File: config.mk
export PLATFORM = sky130hd
export DESIGN_NAME = uart_rx_os
export DESIGN_NICKNAME = d
export VERILOG_FILES = /design/src/rtl/uart_pkg.sv /design/src/rtl/uart_tick_gen.sv /design/src/rtl/uart_rx_os.sv
export SDC_FILE = /design/constraint.sdc
export NUM_CORES = 1
export LEC_CHECK = 0
export BUFFER_PORTS_ARGS = -buffer_cell sky130_fd_sc_hd__buf_2
export CAP_MARGIN = 20
export CORE_UTILIZATION = 34
export DETAILED_ROUTE_END_ITERATION = 10
export PLACE_DENSITY = 0.63
export SYNTH_ARGS = -nofsm -noshare
export SYNTH_HDL_FRONTEND = slang
export SYNTH_HIERARCHICAL = 1
export SYNTH_SLANG_ARGS = --single-unit
File: constraint.sdc
create_clock -name CLOCK -period 1.56 [get_ports CLOCK]
set_input_delay 0 -clock CLOCK [delete_from_list [all_inputs] [get_ports CLOCK]]
set_output_delay 0 -clock CLOCK [all_outputs]
set_load 0.02 [all_outputs]
File: src/rtl/uart_pkg.sv
// uart_pkg: shared UART constants, receiver state encoding
// and the oversampling divisor helper.
package uart_pkg;

  localparam int PAR_NONE = 0;
  localparam int PAR_ODD  = 1;
  localparam int PAR_EVEN = 2;

  typedef enum logic [2:0] {
    ST_IDLE,
    ST_START,
    ST_DATA,
    ST_PARITY,
    ST_STOP
  } rx_state_t;

  function automatic int calc_div(
    input int clock_hz,
    input int baud,
    input int os
  );
    return clock_hz / (baud * os);
  endfunction

endpackage

File: src/rtl/uart_tick_gen.sv
// uart_tick_gen: free-running divider, one-CLOCK TICK every DIV cycles.
// Ports: CLOCK, RESET (sync, active high), TICK (registered pulse).
module uart_tick_gen #(
  parameter int DIV = 10
) (
  input  logic CLOCK,
  input  logic RESET,
  output logic TICK
);

  localparam int CW = (DIV > 1) ? $clog2(DIV) : 1;
  localparam logic [CW-1:0] LAST = CW'(DIV - 1);

  logic [CW-1:0] cnt;

  always_ff @(posedge CLOCK) begin
    if (RESET) begin
      cnt  <= '0;
      TICK <= 1'b0;
    end else if (cnt == LAST) begin
      cnt  <= '0;
      TICK <= 1'b1;
    end else begin
      cnt  <= cnt + 1'b1;
      TICK <= 1'b0;
    end
  end

endmodule

File: src/rtl/uart_rx_os.sv
// uart_rx_os: oversampled UART receiver, 3-sample majority vote per bit.
// Ports: CLOCK, RESET (sync), RX line in; DATA/VALID/READY handshake;
// PARITY_ERR, FRAME_ERR per word; OVERRUN pulse on a dropped word.
module uart_rx_os
  import uart_pkg::*;
#(
  parameter int CLOCK_HZ   = 50_000_000,
  parameter int BAUD       = 9600,
  parameter int OVERSAMPLE = 16,
  parameter int DATA_BITS  = 8,
  parameter int PARITY     = 0,
  parameter int STOP_BITS  = 1
) (
  input  logic                 CLOCK,
  input  logic                 RESET,
  input  logic                 RX,
  output logic [DATA_BITS-1:0] DATA,
  output logic                 VALID,
  input  logic                 READY,
  output logic                 PARITY_ERR,
  output logic                 FRAME_ERR,
  output logic                 OVERRUN
);

  localparam int DIV = calc_div(CLOCK_HZ, BAUD, OVERSAMPLE);
  localparam int SW  = $clog2(OVERSAMPLE);

  localparam logic [SW-1:0] S_V0  = SW'(OVERSAMPLE / 2 - 1);
  localparam logic [SW-1:0] S_V1  = SW'(OVERSAMPLE / 2);
  localparam logic [SW-1:0] S_V2  = SW'(OVERSAMPLE / 2 + 1);
  localparam logic [SW-1:0] S_END = SW'(OVERSAMPLE - 1);

  localparam logic [3:0] LAST_BIT  = 4'(DATA_BITS - 1);
  localparam logic       LAST_STOP = (STOP_BITS == 2);
  localparam logic       HAS_PAR   = (PARITY != PAR_NONE);
  localparam logic       ODD_PAR   = (PARITY == PAR_ODD);

  if (DIV < 2) begin : g_div_chk
    $error("uart_rx_os: tick divisor below 2");
  end

  if ((OVERSAMPLE < 8) || (OVERSAMPLE % 2 != 0)) begin : g_os_chk
    $error("uart_rx_os: OVERSAMPLE must be even and >= 8");
  end

  logic tick;

  uart_tick_gen #(
    .DIV (DIV)
  ) u_tick (
    .CLOCK (CLOCK),
    .RESET (RESET),
    .TICK  (tick)
  );

  logic rx_m;
  logic rx_s;
  logic rx_d;

  always_ff @(posedge CLOCK) begin
    if (RESET) begin
      rx_m <= 1'b1;
      rx_s <= 1'b1;
      rx_d <= 1'b1;
    end else begin
      rx_m <= RX;
      rx_s <= rx_m;
      rx_d <= rx_s;
    end
  end

  rx_state_t            state;
  logic [SW-1:0]        s;
  logic [3:0]           bit_cnt;
  logic                 stop_cnt;
  logic                 smp0;
  logic                 smp1;
  logic [DATA_BITS-1:0] shreg;
  logic                 par_err;
  logic                 frm_err;

  logic vote;
  logic fall;
  logic vtick;

  // Third sample is the live synced line at s = OS/2+1.
  assign vote  = (smp0 & smp1) | (smp0 & rx_s) | (smp1 & rx_s);
  assign fall  = rx_d & ~rx_s;
  assign vtick = tick && (s == S_V2);

  always_ff @(posedge CLOCK) begin
    if (RESET) begin
      state      <= ST_IDLE;
      s          <= '0;
      bit_cnt    <= '0;
      stop_cnt   <= 1'b0;
      smp0       <= 1'b1;
      smp1       <= 1'b1;
      shreg      <= '0;
      par_err    <= 1'b0;
      frm_err    <= 1'b0;
      DATA       <= '0;
      VALID      <= 1'b0;
      PARITY_ERR <= 1'b0;
      FRAME_ERR  <= 1'b0;
      OVERRUN    <= 1'b0;
    end else begin
      OVERRUN <= 1'b0;
      if (VALID && READY) VALID <= 1'b0;

      if (state != ST_IDLE && tick) begin
        s <= (s == S_END) ? '0 : s + 1'b1;
        if (s == S_V0) smp0 <= rx_s;
        if (s == S_V1) smp1 <= rx_s;
      end

      unique case (state)
        ST_IDLE: begin
          if (fall) begin
            state    <= ST_START;
            s        <= '0;
            bit_cnt  <= '0;
            stop_cnt <= 1'b0;
            par_err  <= 1'b0;
            frm_err  <= 1'b0;
          end
        end
        ST_START: begin
          if (vtick && vote) begin
            state <= ST_IDLE;
          end else if (tick && s == S_END) begin
            state <= ST_DATA;
          end
        end
        ST_DATA: begin
          if (vtick) begin
            shreg <= {vote, shreg[DATA_BITS-1:1]};
          end
          if (tick && s == S_END) begin
            bit_cnt <= bit_cnt + 4'd1;
            if (bit_cnt == LAST_BIT) begin
              state <= HAS_PAR ? ST_PARITY : ST_STOP;
            end
          end
        end
        ST_PARITY: begin
          if (vtick) begin
            par_err <= ((^shreg) ^ vote) != ODD_PAR;
          end
          if (tick && s == S_END) begin
            state <= ST_STOP;
          end
        end
        ST_STOP: begin
          if (vtick) begin
            if (!vote) frm_err <= 1'b1;
            if (stop_cnt == LAST_STOP) begin
              // Finish at the vote, not at s wrap, to catch
              // a back-to-back start edge half a bit early.
              state <= ST_IDLE;
              if (!VALID || READY) begin
                DATA       <= shreg;
                PARITY_ERR <= par_err;
                FRAME_ERR  <= frm_err | ~vote;
                VALID      <= 1'b1;
              end else begin
                OVERRUN <= 1'b1;
              end
            end
          end
          if (tick && s == S_END) begin
            stop_cnt <= 1'b1;
          end
        end
        default: state <= ST_IDLE;
      endcase
    end
  end

endmodule

# Yosys cells after proc, flatten, opt, wreduce, memory -nomap -nowiden
# Index checks and enable logic that the tools add are counted.
word_totals:
  regBits: 49
  latch_bits: 0
  mem_bits_rw: 0
  rom_bits: 0
  inputBits: 4
  output_inout_bits: 12
  elab_cells: 110
  n_memories: 0
op_classes:
  add_sub_neg: 3
  n_mul: 0
  n_div: 0
  order_cmp: 0
  eq_ne: 20
  shift: 0
  muxes: 31
  bitwise: 13
  n_reduce_logical: 24
op_table:
  columns: ["op", "n"]
  rows:
  - ["3-bit two-way mux", 8]
  - ["4-bit two-way mux", 6]
  - ["2-bit != test, second input constant", 9]
  - ["3-bit case mux with 5 select lines", 1]
  - ["4-bit == test, second input constant", 3]
  - ["1-bit two-way mux", 12]
  - ["9-bit by 1-bit adder with 9-bit output, second input constant", 1]
  - ["9-bit == test, second input constant", 1]
  - ["3-bit AND reduction", 3]
  - ["4-bit by 1-bit adder with 4-bit output, second input constant", 2]
  - ["4-bit by 3-bit == test with 1-bit output, second input constant", 2]
  - ["4-bit case mux with 2 select lines", 1]
  - ["4-bit AND reduction", 2]
  - ["8-bit parity", 1]
  - ["7-bit AND reduction", 1]
  - ["3-bit by 2-bit == test with 1-bit output, second input constant", 2]
  - ["1-bit case mux with 2 select lines", 3]
  - ["2-bit AND reduction", 3]
  - ["2-bit nonzero test", 3]
  - ["1-bit logical AND", 5]
  - ["1-bit inverter", 5]
  - ["1-bit AND", 4]
  - ["4-bit OR reduction", 1]
  - ["3-bit by 1-bit == test with 1-bit output, second input constant", 1]
  - ["other kinds (9)", 11]

# Depth between registers and ports, before layout
depth:
  ltp_word: 6
  depth_mapped: 7
  depth_no_buf: 6

# Cells and area by module
# Netlist, hierarchy kept.
by_module_without_submodules:
  columns: ["module", "instances", "cells_each", "area_each_um2", "seq_area_each_um2"]
  rows:
  - ["uart_rx_os", 1, 188, 1715.4, 780.7]
  - ["uart_tick_gen", 1, 47, 445.4, 200.2]

# Worst setup path after synthesis
# Ideal clock, no wire load.
synth_timing:
  path_kind: "reg-to-reg"
  start: "register state[0]"
  end: "register DATA[0]"
  setup_time_ns: 0.128
  arrival_ns: 1.519
  t_required_ns: 1.432
  slack_ns: -0.086
  path_stages_with_launch: 7
  path_buffers: 2
  period_less_slack_ns: 1.646
  path_cell_list: "dfxtp_1 -> buf_2 -> or3b_1 -> nor4b_4 -> buf_6 -> mux2i_1 -> nor2_1"
synth_between:
  elab_chain_cells: 2
synth_lines:
  columns: ["item", "line_no", "rtl"]
  rows:
  - ["from (decl)", "uart_rx_os.sv:72", "rx_state_t state;"]
  - ["from (signal assigned)", "uart_rx_os.sv:142", "state <= HAS_PAR ? ST_PARITY : ST_STOP;"]
  - ["3-bit == test", "uart_rx_os.sv:117", "unique case (state)"]
  - ["4-bit AND reduction (no line)", null, null]
  - ["to (signal assigned)", "uart_rx_os.sv:162", "DATA <= shreg;"]
  - ["to (decl)", "uart_rx_os.sv:17", "output logic [DATA_BITS-1:0] DATA,"]
# No other way between the ends.
# A chain may end at the register's enable or synchronous reset.

# Final worst setup path
layout_timing:
  start: "register s[0]"
  end: "register DATA[4]"
layout_between:
  elab_chain_cells: 3
layout_lines:
  columns: ["item", "line_no", "rtl"]
  rows:
  - ["from (decl)", "uart_rx_os.sv:73", "logic [SW-1:0] s;"]
  - ["from (signal assigned)", "uart_rx_os.sv:112", "s <= (s == S_END) ? '0 : s + 1'b1;"]
  - ["4-bit == test", "uart_rx_os.sv:89", "assign vtick = tick && (s == S_V2);"]
  - ["1-bit logical AND", "uart_rx_os.sv:89", null]
  - ["4-bit AND reduction (no line)", null, null]
# No other way between the ends.

==> out/metrics.cfg <==
[outcome]
status = finished with violations
violations = setup timing

[setup_path]
startpoint = s[0]
rr_startpoint = s[0]
crit_family = simple AND/OR/NAND/NOR gates
cp.arrival_ns = 1.85
critPathKind = flip-flop to flip-flop
crit_required_ns = 1.75
cpPeakStageDelay_ns = 0.39
crit_buf_inv = 2
cpMaxStageDelayCell = dfxtp_2
worst_setup_path_end_kind = flip-flop
crit_chain = ha_4 > nand4b_1 > nor4b_4 > buf_4 > buf_12 > mux2i_1 > nor2_1
crit_fanout = 6
crit_path_start_kind = flip-flop

[grt]
met2_usage = 0.208
grt.overflow.total = 0
grt.busiest_layer = met2
grt_max_degree = 23
antenna_found_initial = 0
grt_first_pass_wirelength_mm = 7.05
met3_usage = 0.0267
met1_usage = 0.189
grt_use_total = 0.138
grt_pass1_vias = 1559

[sta]
fin_crit_ns = 1.66
slew_headroom = 0.770
setup-violations-final = 10
fin_crit_sh = 1.06
worstMarginPinSlew_ns = 0.342
max_freq_mhz = 602
drv_slew = 0
rsz0062_at_grt = yes
finalHoldViolations = 0
setup_ws_ns = -0.101
clock-skew-final_ns = 0.00836

[power]
vdd_drop_max_v = 0.000615
intPower_mw = 1.61
power.total_mw = 2.10
pwr_density_cell_nw_per_um2 = 797
power.leakage_nw = 0.965
pwr-share-comb = 0.038
switchingPower_uw = 487
switching_share = 0.232
seqPwrFrac = 0.605
clkPwrFrac = 0.356

[clock_network]
clock_latency_ns = 0.30
htree_levels = 2
root_buffer = clkbuf_8
clock_path_buffers = 2
cts_buffers = 5
cts_tree = built
cts.sinks = 49
path_clk_slew_ns = 0.09

[placed_design]
port_buffers = 15
hpwl_mm = 3.00
finalWeightedCongestion = 0.834

[die]
num_rows = 28
coreArea_um2 = 6030
io_pins = 16
die_y_um = 81.7
die_w_um = 81.7
die_area_um2 = 6680
initial_core_util = 0.359

[layout]
areaGrowthSynthToFinish_pct = 21.9
insertedDiodeCount = 0
layout.nets = 282
drive_above_1_share = 0.249
final_util = 0.437

[logic_synthesis]
synth_cells = 235
yosysSeqAreaShare = 0.454
synth_top_area_share = 0.454
yosysWarnings = 6
syn_area_per_cell_um2 = 9.19
syn_nets = 245
ys_seq_elements = 49
syn_area_um2 = 2160
ys_top_cells_by_area = dfxtp_1 (45%), mux2i_1 (5.1%), a21oi_1 (4.4%)
yosysTopAreaCell = dfxtp_1
synth_cell_types = 43

[drt]
ant_nets = 0
finalWirelength_mm = 4.41
drc = 0
firstDrtPassIters = 4
drt-wirelength-per-cell_um = 12.7
via_count = 1752
drt_iter0_drc = 92
detail_route.vias_per_cell = 5.03

[min_path]
hp-class = input pin to flip-flop
hp-start = READY

[flow_run]
drv_cap = 0

-- cell usage in the layout, fill, tap and decap left out, drive strengths merged, types with 8 or more instances in the layout --
| cell | n |
|---|---|
| a21oi | 22 |
| buf | 39 |
| clkbuf | 8 |
| dfxtp | 49 |
| inv | 10 |
| mux2i | 11 |
| nand2 | 16 |
| nand3 | 14 |
| nor2 | 24 |
| nor3 | 9 |
| o21ai | 8 |
| xnor2 | 9 |
-- per-layer routing --
metal | vias up | wire length (um)
li1 | 893 | -
met1 | 813 | 2260
met2 | 34 | 1900
met3 | 12 | 150
met4 | 0 | 97
met5 | - | 0
-- tightest hold or removal path, delay by kind of cell --
kind,cells,cell delay [ns]
buf+inv,1,0.07
simple gates,2,0.20
-- cells by family after synthesis --
family / synth area share
compound gates: 0.125
xor+xnor: 0.0550
fa+ha+maj: 0.0394
buf+inv: 0.0417
flops: 0.454
mux: 0.0510
simple gates: 0.234
-- stage by stage --
step                hold slack [ns]  setup WS [ns]  area (um^2)  TNS, ns  std cells
floorplan                    0.0691        -0.0357         2170   -0.321        235
global placement              0.181        -0.0350         2460   -0.384        337
detailed placement            0.186        -0.0691         2460   -0.637        337
CTS                         0.00292        -0.0409         2580   -0.257        346
global route                 0.0472         -0.176         2640    -1.77        348
finish                      0.00851         -0.101         2640   -0.800        348
-- registers in the layout, indices dropped and copies added (netlist names), 3 cells and up --
register    cells
bit_cnt         4
s               4
u_tick/cnt      9
DATA            8
state           3
shreg           8
-- cell usage after synthesis, drive strengths merged --
library cell / n
nand2b: 3
or2: 3
xor2: 2
nand3: 14
maj3: 1
nand2: 16
and4b: 2
nor3: 9
nand3b: 1
o31ai: 2
xnor3: 1
o2111ai: 1
xnor2: 9
nand4b: 1
and4bb: 1
or3: 7
or3b: 1
nor2b: 2
a311oi: 1
nor3b: 2
nor4b: 1
a41o: 1
buf: 4
o211ai: 1
clkbuf: 7
a22oi: 2
dfxtp: 49
nor2: 24
nand4: 5
a21oi: 22
mux2i: 11
o21ai: 8
ha: 6
inv: 10
and4: 1
o21a: 1
a21o: 1
a21boi: 1
a311o: 1
-- power groups by stage --
stage	Combinational (mW)	Clock [mW]	Sequential, mW
3_3_place_gp	0.0739	0	1.30
5_1_grt	0.0895	0.813	1.27
2_1_floorplan	0.0521	0	1.30
4_1_cts	0.0801	0.760	1.27
6_report	0.0806	0.749	1.27
3_5_place_dp	0.0754	0	1.30
-- path summary, 6_finish.rpt --
| check | endpoint | slack [ns] | cells after the start |
|---|---|---|---|
| worst max-delay path | DATA[4] | -0.10 | 7 |
| worst max register to register | DATA[4] | -0.10 | 7 |
| worst min-delay path | OVERRUN | 0.009 | 3 |
| worst min register to register | rx_s | 0.42 | 1 |
-- layout make-up --
cell class | count | area, um^2
well taps | 75 | 93.8
clock inverters | 1 | 7.51
repair buffers | 41 | 303
fillers | 603 | 3390
inverters | 10 | 37.5
clock buffers | 7 | 76.3
flip-flops and latches | 49 | 986
multi-input cells | 165 | 1130
-- what timing repair did --
action / CTS / global route
cloned: 0 / 1
gates resized for setup: 6 / 7
hold buffers: 1 / 0
hold endpoints to repair: 1 / 0
setup endpoints to repair: 14 / 28
pin swaps: 1 / 4
setup buffers: 0 / 1
Power figures use the tool's default switching activity.
